<file path="src/rtl/guess_pkg.sv">
// Shared types and constants for the word-guess checker.
//   state_e    : checker FSM states
//   res_code_e : per-position score code (2 bits)
//   WORD_LEN, MAX_ATTEMPTS, ASCII_BS, ASCII_CR
package guess_pkg;

    localparam int unsigned WORD_LEN     = 5;
    localparam int unsigned MAX_ATTEMPTS = 6;

    localparam logic [7:0] ASCII_BS = 8'h08;
    localparam logic [7:0] ASCII_CR = 8'h0D;

    typedef enum logic [2:0] {
        StIdle,
        StCollect,
        StScoreGreen,
        StScoreYellow,
        StReport,
        StDone
    } state_e;

    typedef enum logic [1:0] {
        ResAbsent  = 2'd0,
        ResPresent = 2'd1,
        ResCorrect = 2'd2
    } res_code_e;

endpackage

</file>
<file path="src/rtl/letter_decoder.sv">
// Classifies one received byte (purely combinational).
//   byte_i      : raw ASCII byte
//   is_letter_o : 'A'-'Z' or 'a'-'z'
//   is_bs_o     : backspace
//   is_cr_o     : carriage return (submit)
//   upper_o     : byte with lowercase letters folded to uppercase
module letter_decoder
    import guess_pkg::*;
(
    input  logic [7:0] byte_i,
    output logic       is_letter_o,
    output logic       is_bs_o,
    output logic       is_cr_o,
    output logic [7:0] upper_o
);

    logic is_upper;
    logic is_lower;

    always_comb begin
        is_upper    = (byte_i >= 8'h41) && (byte_i <= 8'h5A);
        is_lower    = (byte_i >= 8'h61) && (byte_i <= 8'h7A);
        is_letter_o = is_upper || is_lower;
        is_bs_o     = (byte_i == ASCII_BS);
        is_cr_o     = (byte_i == ASCII_CR);
        upper_o     = is_lower ? (byte_i - 8'h20) : byte_i;
    end

endmodule

</file>
<file path="config.mk">
export PLATFORM = sky130hd
export DESIGN_NAME = letter_decoder
export DESIGN_NICKNAME = d
export VERILOG_FILES = /design/src/rtl/guess_pkg.sv /design/src/rtl/letter_decoder.sv
export SDC_FILE = /design/constraint.sdc
export NUM_CORES = 1
export LEC_CHECK = 0
export ABC_CLOCK_PERIOD_IN_PS = 3600
export BUFFER_PORTS_ARGS = -buffer_cell sky130_fd_sc_hd__buf_2
export CORE_AREA = 2 2 39 41
export DETAILED_ROUTE_END_ITERATION = 10
export DIE_AREA = 0 0 41 43
export GPL_TIMING_DRIVEN = 0
export MAX_ROUTING_LAYER = met4
export PLACE_DENSITY = 0.47
export RECOVER_POWER = 50
export SLEW_MARGIN = 20
export SYNTH_ARGS = -nofsm -noshare
export SYNTH_HDL_FRONTEND = slang
export SYNTH_SLANG_ARGS = --single-unit
</file>
<file path="constraint.sdc">
create_clock -name vclk -period 3.6
set_clock_uncertainty 0.1 [all_clocks]
set_input_delay 0.54 -clock vclk [all_inputs]
set_output_delay 0.54 -clock vclk [all_outputs]
set_load 0.01 [all_outputs]
</file>
==> summary.txt <==
STA
  • Worst slew pin tran: between 0.4 and 0.5 ns
  • Tmin final: ~2.3 ns
  • Setup-failing EPs final: 0
  • Final Max Slew Viols: 0
  • Slew HR: 67.96%
  • Fin. Hold Viols: 0
  • Sum of negative setup slack: 0 ns
  • Worst setup margin: approximately 1.3 ns
  • Peak Freq: 436.1 MHz
  • Tcrit/Tclk final: 63.69%
  • RSZ-0062 raised after global routing: no

Yosys
  • Distinct cells, synth: 15
  • Synth warnings: 0
  • Mean Syn Cell Area: between 6 and 7 µm²
  • Seq/Total Area, Yosys: 0%
  • Mapped cell area: 197.7 µm²
  • Cells after synthesis: 30
  • Post-synth net total: 40

Placed design
  • Placed Cells: 65
  • IO buf count: 19
  • Setup slack at placement: about 1.3 ns
  • HPWL after detailed placement: 469.5 µm
  • Gpl congestion: between 0.6 and 0.7

Power and ir drop
  • Cell Pwr Density: around 100 nW/µm²
  • VDD IR max: roughly 0.000022 V
  • Pint: 0.00001433 W
  • Sw Pwr: about 0.000016 W
  • Combinational share of power: between 90% and 100%
  • Pleak: 0.1532 nW
  • Reg power frac: 0%
  • Total power: between 0.00003 and 0.00004 W
  • Clock power frac: 0%
  • Net Sw Frac: between 50% and 60%

Floorplan
  • Core area: 1384 µm²
  • I/O pin cnt: 19
  • # rows: 14
  • Die outline height: around 43 µm
  • Die area: 1763 µm²
  • Starting density of the core: roughly 14%
  • Die X: between 40 and 50 µm

CTS
  • Post-cts sizing count: 0
  • Hold Buf Count CTS: 0
  • Post-CTS setup buffers: 0

Finish
  • Nets@finish: just over 60
  • Most frequent cells in the layout: buf_2 (14), buf_4 (5), clkbuf_1 (5), nor2_1 (4)
  • Fillers: 170
  • Clock buffer cells: 0
  • Commonest non-fill, non-tap cell in the layout: buf_2
  • End-of-flow core utilization: 22.15%
  • Num sequential: 0
  • Final std cells w/o fill: between 60 and 70
  • Layout cells sized above 1: between 40% and 50%
  • Ant diodes: 0
  • Register area: 0 µm²
  • Layout area overhead: 55.06%

Critical path
  • Crit-path cells: clkbuf_1 > or4_4 > nor2_1 > o31a_1 > buf_2
  • Worst path bufs/invs: 2
  • Max incr delay on CP: approximately 0.55 ns
  • Critical Path Source: byte_i[2]
  • Worst path top cell family by delay: simple AND/OR/NAND/NOR gates
  • Slowest cell on crit path: or4_4
  • Kind of critical path: primary input to primary output
  • Critical path peak fanout: 7
  • Crit path launch type: primary input
  • CP required: around 3 ns
  • CP endpoint kind: primary output
  • Crit path DAT: ~1.7 ns

Route
  • WL/cell: 8.138 µm
  • Final wirelength: 529 µm
  • Via count: approximately 270
  • DRC viols: 0
  • Antenna Violating Nets Remaining: 0
  • Initial drt markers: 2
  • Via density: between 4 and 5
  • DR pass1 iterations: 3

Global routing
  • Vias in the first global route: approximately 200
  • Overflow after GRT: 0
  • First-pass GRT wire length: 731 µm
  • Largest net degree at the start of global routing: 8
  • Antenna violations before repair: 0
  • Overall routing resource usage: between 5 and 6%

Hold path
  • HP Start: byte_i[7]
  • Hold Crit Class: primary input to primary output

Status
  • Status: completed

Run
  • Total of max-cap violations: 0
==> worst paths after layout <==
kind,end,slack [ns],cells after the start
max,upper_o[6],1.31,5
min,upper_o[7],1.31,4
==> metal layers <==
metal / global-route usage [%] / wire length [µm]
met1: 7.911 / 235
met2: 8.750 / 250
met3: 0.5236 / 43
met4: 0 / 0
met5: - / 0
==> Yosys cell counts, drive strengths merged <==
cell / n / area, µm²
o31a: 1 / 8.760
nor4b: 1 / 8.760
a21oi: 1 / 5.000
ha: 2 / 25.02
inv: 3 / 11.26
a211oi: 2 / 15.01
o211ai: 1 / 12.51
nor2: 4 / 15.01
or4: 1 / 11.26
o31ai: 1 / 7.510
buf: 5 / 37.54
nand2: 2 / 7.510
nand3: 3 / 15.01
o21a: 1 / 7.510
nor3: 2 / 10.01
==> cells by family (layout without fill, tap and decap cells) <==
family | count (synthesis) | count (layout) | share of synthesized area [%]
fa+ha+maj | 2 | 2 | 12.66
compound gates | 7 | 7 | 28.48
simple gates | 13 | 13 | 34.17
buf+inv | 8 | 27 | 24.69
==> power groups by stage <==
stage | registers (W) | clock network (W) | logic (W)
after floorplan | 0 | 0 | 0.0000165
after global placement | 0 | 0 | 0.0000319
after detailed placement | 0 | 0 | 0.0000320
after CTS | 0 | 0 | 0.0000321
after global routing | 0 | 0 | 0.0000345
final | 0 | 0 | 0.0000307
==> per-stage QoR <==
step / area [µm²] / hold WS (ns)
floorplan: 197.7 / 1.031
global placement: 312.8 / 1.298
detailed placement: 312.8 / 1.299
CTS: 312.8 / 1.299
global route: 306.5 / 1.335
finish: 306.5 / 1.315
==> cell type report <==
type                       instances  area, µm²  share of cell area [%]
buffer                             5      37.54                   12.24
multi-input combinational         22      148.9                   48.57
timing repair buffer              19      88.84                   28.98
inverter                           3      11.26                   3.673
tap                               16      20.02                   6.531
Note: power is estimated with default switching activity, not from simulation.
